## config.mk

```make
export PLATFORM = sky130hd
export DESIGN_NAME = racetrack_memory_array
export DESIGN_NICKNAME = d
export VERILOG_FILES = /design/src/rtl/racetrack_memory_array.sv
export SDC_FILE = /design/constraint.sdc
export NUM_CORES = 2
export LEC_CHECK = 0
export ABC_AREA = 0
export ABC_CLOCK_PERIOD_IN_PS = 10000
export CORE_MARGIN = 1
export CORE_UTILIZATION = 50
export DETAILED_ROUTE_END_ITERATION = 10
export PLACE_DENSITY = 0.75
export SLEW_MARGIN = 20
export SYNTH_ARGS = -nofsm -noshare
export SYNTH_HDL_FRONTEND = slang
export SYNTH_SLANG_ARGS = --single-unit
```

## constraint.sdc

```tcl
create_clock -name clk -period 10 [get_ports clk]
set_input_delay 1 -clock clk [delete_from_list [all_inputs] [get_ports clk]]
set_output_delay 1 -clock clk [all_outputs]
set_load 0.005 [all_outputs]
```

## src/rtl/racetrack_memory_array.sv

```systemverilog
// Multi-track racetrack memory: per-track head, shortest-direction domain-wall shifting,
// drive-current qualification and a valid/ready request/response handshake.
module racetrack_memory_array #(
    parameter int NUM_TRACKS        = 4,
    parameter int DOMAINS_PER_TRACK = 64,
    parameter int DATA_W            = 8,
    parameter int SHIFT_CYCLES      = 4,
    parameter int MIN_DRIVE_UA      = 20,
    parameter int TRK_W             = $clog2(NUM_TRACKS),
    parameter int DOM_W             = $clog2(DOMAINS_PER_TRACK)
) (
    input  logic                        clk,
    input  logic                        rst_n,
    input  logic                        req_valid,
    output logic                        req_ready,
    input  logic                        req_write,
    input  logic [TRK_W-1:0]            req_track,
    input  logic [DOM_W-1:0]            req_domain,
    input  logic [DATA_W-1:0]           req_wdata,
    input  logic [15:0]                 drive_current_ua,
    output logic                        resp_valid,
    input  logic                        resp_ready,
    output logic [DATA_W-1:0]           resp_rdata,
    output logic                        resp_err,
    output logic                        busy,
    output logic [NUM_TRACKS*DOM_W-1:0] head_pos_flat,
    output logic [31:0]                 shift_count
);

    localparam int DEPTH = NUM_TRACKS * DOMAINS_PER_TRACK;
    localparam int CNT_W = (SHIFT_CYCLES > 1) ? $clog2(SHIFT_CYCLES) : 1;
    localparam logic [CNT_W-1:0] CNT_LAST = CNT_W'(SHIFT_CYCLES - 1);

    typedef enum logic [1:0] {IDLE, SHIFT, ACCESS, RESP} state_t;

    state_t                   state;
    logic                     write_q;
    logic [TRK_W-1:0]         trk_q;
    logic [DOM_W-1:0]         dom_q;
    logic [DATA_W-1:0]        wdata_q;
    logic                     dir_fwd_q;
    logic [DOM_W-1:0]         steps_q;
    logic [CNT_W-1:0]         cnt_q;
    logic [DOM_W-1:0]         head [NUM_TRACKS];
    logic [DATA_W-1:0]        mem  [DEPTH];

    logic [DOM_W-1:0]         fwd;
    logic [DOM_W:0]           bwd;
    logic                     take_fwd;
    logic [DOM_W-1:0]         steps;
    logic [TRK_W+DOM_W-1:0]   addr;

    function automatic logic [31:0] sat_inc(input logic [31:0] v);
        return (v == 32'hFFFF_FFFF) ? v : v + 32'd1;
    endfunction

    // Modular distance; when fwd is non-zero bwd < DOMAINS_PER_TRACK, so its low bits suffice.
    always_comb begin
        fwd      = req_domain - head[req_track];
        bwd      = (DOM_W+1)'(DOMAINS_PER_TRACK) - {1'b0, fwd};
        take_fwd = ({1'b0, fwd} <= bwd);
        steps    = take_fwd ? fwd : bwd[DOM_W-1:0];
    end

    assign addr      = {trk_q, dom_q};
    assign req_ready = (state == IDLE);
    assign busy      = (state != IDLE);

    for (genvar t = 0; t < NUM_TRACKS; t++) begin : g_head
        assign head_pos_flat[t*DOM_W +: DOM_W] = head[t];
    end

    always_ff @(posedge clk or negedge rst_n) begin
        if (!rst_n) begin
            state       <= IDLE;
            write_q     <= 1'b0;
            trk_q       <= '0;
            dom_q       <= '0;
            wdata_q     <= '0;
            dir_fwd_q   <= 1'b0;
            steps_q     <= '0;
            cnt_q       <= '0;
            resp_valid  <= 1'b0;
            resp_rdata  <= '0;
            resp_err    <= 1'b0;
            shift_count <= '0;
            for (int t = 0; t < NUM_TRACKS; t++) head[t] <= '0;
            for (int i = 0; i < DEPTH; i++) mem[i] <= '0;
        end else begin
            case (state)
                IDLE: begin
                    if (req_valid) begin
                        write_q   <= req_write;
                        trk_q     <= req_track;
                        dom_q     <= req_domain;
                        wdata_q   <= req_wdata;
                        dir_fwd_q <= take_fwd;
                        steps_q   <= steps;
                        cnt_q     <= '0;
                        if (drive_current_ua < 16'(MIN_DRIVE_UA)) begin
                            resp_err   <= 1'b1;
                            resp_rdata <= '0;
                            resp_valid <= 1'b1;
                            state      <= RESP;
                        end else if (fwd == '0) begin
                            state <= ACCESS;
                        end else begin
                            state <= SHIFT;
                        end
                    end
                end
                SHIFT: begin
                    if (cnt_q == CNT_LAST) begin
                        cnt_q       <= '0;
                        head[trk_q] <= dir_fwd_q ? head[trk_q] + DOM_W'(1)
                                                 : head[trk_q] - DOM_W'(1);
                        shift_count <= sat_inc(shift_count);
                        steps_q     <= steps_q - DOM_W'(1);
                        if (steps_q == DOM_W'(1)) state <= ACCESS;
                    end else begin
                        cnt_q <= cnt_q + CNT_W'(1);
                    end
                end
                ACCESS: begin
                    if (write_q) begin
                        mem[addr]  <= wdata_q;
                        resp_rdata <= '0;
                    end else begin
                        resp_rdata <= mem[addr];
                    end
                    resp_err   <= 1'b0;
                    resp_valid <= 1'b1;
                    state      <= RESP;
                end
                RESP: begin
                    if (resp_ready) begin
                        resp_valid <= 1'b0;
                        state      <= IDLE;
                    end
                end
                default: state <= IDLE;
            endcase
        end
    end

endmodule

```

* Word level (Yosys, flattened, before mapping)
Cells that the tools add are included.
** Word-level totals
- Register bits after elaboration :: 2142
- Input bits :: 37
- Output and inout bits :: 68
- Logic and storage cells :: 357
** Operators by class
- $add $sub $neg :: 7
- Order comparisons :: 7
- Equality and inequality tests :: 11
- Muxes and demuxes :: 39
- Bitwise gates (word level) :: 4
- Reduce and logical (&&, ||, !) cells :: 17
** Operators by type and width (count)
- 2048-bit bitwise mux :: 1
- 8-bit binary-select mux with 8-bit select :: 1
- 8-bit demux with 8-bit select :: 1
- 6-bit 2-to-1 mux :: 9
- 8-bit 2-to-1 mux :: 6
- 32-bit by 1-bit adder with 32-bit output, second input constant :: 1
- 32-bit == test, second input constant :: 1
- 6-bit binary-select mux with 2-bit select :: 2
- 24-bit bitwise mux :: 1
- 16-bit by 5-bit less-than comparator with 1-bit output, second input constant :: 1
- 2-bit 2-to-1 mux :: 8
- 8-bit one-hot mux with 2 select lines :: 1
- 6-bit demux with 2-bit select :: 1
- 6-bit one-hot mux with 2 select lines :: 1
- 6-bit by 1-bit subtractor with 6-bit output, second input constant :: 2
- 9-bit >= comparator, second input constant :: 1
- 9-bit by 1-bit less-than comparator with 1-bit output, second input constant :: 1
- 8-bit NOT with 9-bit output :: 1
- 3-bit AND reduction :: 3
- 2-bit != test, second input constant :: 4
- 2-bit one-hot mux with 4 select lines :: 1
- 2-bit AND reduction :: 4
- 4-bit AND reduction :: 2
- 6-bit by 7-bit less-or-equal comparator with 1-bit output :: 1
- 21 further kinds :: 30

* Depth between registers and ports, before layout
- Word-level depth :: 10
- Mapped depth :: 15
- Mapped depth without buffers :: 14

* Worst setup path after synthesis
Ideal clock, no wire load.
- Path kind :: input to register
- Start :: input req_track[0]
- End :: register steps_q[1]
- Library setup time :: 0.082 ns
- Arrival :: 4.328 ns
- Required time :: 9.918 ns
- Path slack :: 5.590 ns
- Cell stages on the path :: 15
- Buffers on the path :: 1
- Cells stage by stage :: buf_6 mux4_2 ha_1 fa_1 nand2b_1 a21oi_1 xor2_1 or3_1 ha_1 inv_1 nor2_1 o21bai_1 a32oi_2 or3b_1 a31oi_1
** Between the ends
- Cells in the longest elaborated chain, start to end :: 10
** Ends and longest elaborated chain
- start: declaration :: line 17 : input logic [TRK_W-1:0] req_track,
- 2-bit NOT with 3-bit output (implied by the code) (*) :: line 59 : fwd = req_domain - head[req_track];
- 6-bit binary-select mux with 2-bit select (*) :: line 59
- 6-bit 2-to-1 mux (implied by the code) (*) (2 in a row) :: line 59
- 6-bit subtractor (*) :: line 59
- 7-bit by 6-bit subtractor with 7-bit output :: line 60 : bwd = (DOM_W+1)'(DOMAINS_PER_TRACK) - {1'b0, fwd};
- 6-bit by 7-bit less-or-equal comparator with 1-bit output :: line 61 : take_fwd = ({1'b0, fwd} <= bwd);
- 6-bit 2-to-1 mux (*) :: line 62 : steps = take_fwd ? fwd : bwd[DOM_W-1:0];
- 6-bit 2-to-1 mux (*) :: line 92 : if (req_valid) begin
- 6-bit one-hot mux with 2 select lines (*) :: line 90 : case (state)
- end signal: assignment :: line 98 : steps_q <= steps;
- end signal: assignment :: line 118 : steps_q <= steps_q - DOM_W'(1);
- end: declaration :: line 42 : logic [DOM_W-1:0] steps_q;
Mark *: on every way between the ends. The rest lies on a longest branch, timed or not. The select of a mux whose other input is x is not followed.
A chain may end at the register's enable or synchronous reset.

* Worst setup path after layout
- Start :: register dom_q[0]
- End :: register resp_rdata[1]
** Between the ends
- Cells in the longest elaborated chain, start to end :: 6
** Ends and longest elaborated chain
- start: declaration :: line 39 : logic [DOM_W-1:0] dom_q;
- start signal: assignment :: line 95 : dom_q <= req_domain;
- 8-bit NOT with 9-bit output (implied by the code) :: line 129 : resp_rdata <= mem[addr];
- 8-bit binary-select mux with 8-bit select :: line 129
- 8-bit 2-to-1 mux (implied by the code) (2 in a row) :: line 129
- 8-bit 2-to-1 mux :: line 125 : if (write_q) begin
- 8-bit one-hot mux with 2 select lines :: line 90
- end signal: assignment :: line 129
- end: declaration :: line 23 : output logic [DATA_W-1:0] resp_rdata,
No other way between the ends. The select of a mux whose other input is x is not followed.

==> impl_metrics.toml <==
[outcome]
run_status = "finished, final reports clean"

[placement]
placedCellCount = 8813
placed_area_mm2 = 0.103
port_buffers = 102
dp.final_hpwl_um = 165000
routabilityCongestion = 0.915
preCtsSetupSlack_ns = 4.53

[pwr]
finalPower_mw = 26.0
power.clock.fraction_pct = 30.6
internal_power_mw = 16.8
p_sw_share_pct = 35.3
power_frac_seq_pct = 40.6
power.ir.vdd_worst_uv = 193
power_density_mw_per_mm2 = 237
power.net_switching_mw = 9.17
total_leakage_power_nw = 51.4
pwr-share-comb_pct = 28.7

[logic_synthesis]
yosysSeqAreaShare_pct = 54.1
synthTopCellsByArea = "dfrtp_1 (54%), mux2_2 (24%), mux4_2 (12%), clkbuf_1 (1.1%), mux2i_1 (0.99%)"
yosys.area.top_type_share_pct = 54.1
synth_ff_type = "dfrtp_1"
netlist.top_cell.by_area = "dfrtp_1"
yosys_warnings = 0
synthesis.nets = 6472
synth_enable_flop_cells = 0
netlist_area_mm2 = 0.0991
syn_avg_cell_area_um2 = 15.5
postSynthRegisterBits = 2142
synth.lib_cells_used.distinct = 79
synthesis.instances = 6411
synth-async-reset-ratio_pct = 100

[routing]
post-route-drc-count = 0
detail_route.wl_per_cell_um = 28.5
drt_pass1_iterations = 6
number_of_drc_violations_after_detailed_routing_iteration_0 = 5083
route.detailed.vias_per_inst = 6.28
routed_wirelength_um = 262000
detail-route-antenna-nets = 0
routed_via_count = 57800

[critical_path]
start_kind = "flop"
timing.critical_path.to_type = "flop"
worst-path-max-fanout = 89
worstPathCellList = "buf_12 -> buf_12 -> mux4_2 -> mux4_2 -> mux2i_1 -> o22ai_1 -> a32oi_1 -> o21ai_0"
worst_ep_arrival_time_ns = 5.49
critical-path-slowest-cell = "mux2i_1"
critical_path_class = "reg2reg"
cp_num_buf_inv = 2
crit_required_ns = 10.74
critical_path.top_delay_family = "multiplexers"
cpPeakStageDelay_ns = 0.79

[job]
max_cap_violations = 0

[floorplan]
die_width_um = 447
core-area_mm2 = 0.197
rows = 163
fp.dieArea_mm2 = 0.200
floorplan.die.height_um = 447
initial_core_util_pct = 50.3
number_of_i_o_pins = 105

[global_route]
grtUsageMet1_pct = 36.7
grt_util_all_layers_pct = 26.8
grt_antenna_before_repair = 14
groute.layer.met3.usage_pct = 5.45
globalRoute.busiestLayer = "met2"
grt.met2_usage_pct = 41.4
pin_count_of_the_biggest_net_entering_global_routing = 185
grt_first_pass_wirelength_um = 400000
grt-ovfl-total = 0
via_count_of_the_first_global_routing_pass = 60300

[timing]
finalHoldViolCount = 0
hold-worst-slack_ns = 0.132
setup_slack_ns = 5.25
final_max_slew_viol_count = 0
timing.final.crit_period_ns = 4.75
final.setup.tns_ns = 0
relSlewSlack_pct = 20.2
setup_viol_count_final = 0
fmax_mhz = 210
grt_setup_unrepaired = "false"
fin_worst_skew_ns = 0.0363
tightestPinTransition_ns = 1.20
portion_of_the_clock_cycle_consumed_by_the_worst_path_in_the_final_layout_pct = 47.5

[cts]
clockRootBuffer = "clkbuf_16"
clk_pin_slew_worst_paths_ns = 0.06
number_of_sinks_driven_by_the_clock_tree = 2142
h-tree-depth = 4
tritoncts = "built"
cts_hold_buf = 0
clk_lat_worst_skew_ns = 0.87
cts_max_path_buffers = 3
post_cts_setup_inserts = 0
tritoncts.num_buffers = 215
post_cts_resize_count = 0

[finish]
post_route_design_area_mm2 = 0.110
finish.utilization_pct = 55.6
synthesis_to_layout_area_growth_pct = 10.6
insertedDiodeCount = 0
finalNonFillerCells = 9210
final.fill_count = 15300
final_net_count = 6453
layout_cell_share_with_drive_strength_beyond_1_pct = 50.1

[hold_path]
hold_path.class = "in2async"
==> Yosys cell counts, types with 6 or more instances <==
master and number:
dfrtp_1 2142, mux2_2 2069, mux4_2 545, clkbuf_1 295, nand2_1 242, mux2i_1 98
nor2_1 93, nor2_2 78, buf_2 76, nor2_4 76, a21oi_1 64, a22oi_1 64
o21ai_0 57, nand3_1 50, nor3_1 39, buf_6 36, buf_1 35, xnor2_1 25
buf_4 24, inv_1 23, ha_1 22, nand4_1 20, a221oi_1 19, nor2b_1 15
xor2_1 14, and2_1 11, nor4_1 11, o22ai_1 11, nand2b_1 10, a2111oi_0 9
a22o_1 9, a31oi_1 9, o211ai_1 9, nand2_2 8, a311oi_1 7, a32oi_1 6
and3_1 6, o32ai_1 6
==> power groups by stage <==
stage	sequential, mW	clock (mW)	combinational (mW)
2_1_floorplan	10.0	0	5.20
3_3_place_gp	10.6	0	7.21
3_5_place_dp	10.7	0	7.35
4_1_cts	10.5	8.05	7.37
5_1_grt	10.7	8.40	7.81
6_report	10.5	7.95	7.46
==> logic make-up after synthesis <==
logic type               count (synthesis)  synth area share (%)
multiplexers                          2713                  36.9
XOR/XNOR                                40                 0.361
AO/OA/AOI/OAI                          308                  2.14
flip-flops                            2142                  54.1
adder cells (fa/ha/maj)                 24                 0.318
AND/OR/NAND/NOR                        690                  3.84
buffers and inverters                  494                  2.38
==> path summary, 6_finish.rpt <==
kind	startpoint	to	slack (ns)	cells past startpoint
worst max-delay path	dom_q[0]	resp_rdata[1]	5.25	8
worst min-delay path	rst_n	mem[1853]	0.13	1
worst max register to register	dom_q[0]	resp_rdata[1]	5.25	8
worst min register to register	resp_valid	resp_valid	0.48	2
max in group asynchronous	rst_n	wdata_q[2]	7.28	3
min in group clk	resp_valid	resp_valid	0.48	2
==> per-layer routing <==
layer,wire length (µm),share of wire [%]
met2,123000,47
met4,12500,4.8
met5,106,0.040
met3,19300,7.3
met1,108000,41
==> cell type report <==
type | instances | area, µm² | share of cell area [%]
clock buffers | 328 | 6370 | 5.81
clock inverters | 67 | 617 | 0.563
inverters | 25 | 101 | 0.0925
multi-input cells | 3775 | 43300 | 39.5
flip-flops and latches | 2142 | 53700 | 49.0
well taps | 2640 | 3300 | 3.01
repair buffers | 233 | 2290 | 2.09
==> flip-flops by register name (all words and copies together) (netlist names), 6 cells and up <==
register       cells
mem             2048
shift_count       32
head_pos_flat     24
resp_rdata         8
wdata_q            8
dom_q              6
steps_q            6
==> layout by cell type (no fill, tap or decap), drive strengths merged, types with 6 or more instances in the layout <==
master / netlist / final
dfrtp: 2142 / 2142
mux2: 2070 / 2070
mux4: 545 / 545
clkbuf: 295 / 328
nand2: 250 / 250
nor2: 247 / 247
buf: 174 / 132
clkdlybuf4s50: 0 / 101
mux2i: 98 / 98
a21oi: 64 / 64
a22oi: 64 / 64
o21ai: 58 / 58
nand3: 50 / 50
clkinv: 1 / 49
nor3: 41 / 41
inv: 24 / 34
xnor2: 26 / 26
ha: 22 / 22
a221oi: 21 / 21
nand4: 20 / 20
nor2b: 15 / 15
xor2: 14 / 14
and2: 12 / 12
o22ai: 11 / 11
nor4: 11 / 11
nand2b: 10 / 10
a2111oi: 10 / 10
o211ai: 9 / 9
a22o: 9 / 9
a31oi: 9 / 9
a311oi: 7 / 7
a32oi: 7 / 7
and3: 6 / 6
o32ai: 6 / 6
==> worst reg2reg max path, stage by stage (launching register included) <==
cell and delay (ns):
dfrtp_4 0.71, buf_12 0.64, buf_12 0.69, mux4_2 0.79
mux4_2 0.50, mux2i_1 0.79, o22ai_1 0.19, a32oi_1 0.22
o21ai_0 0.10
(Power assumes the default switching activity.)
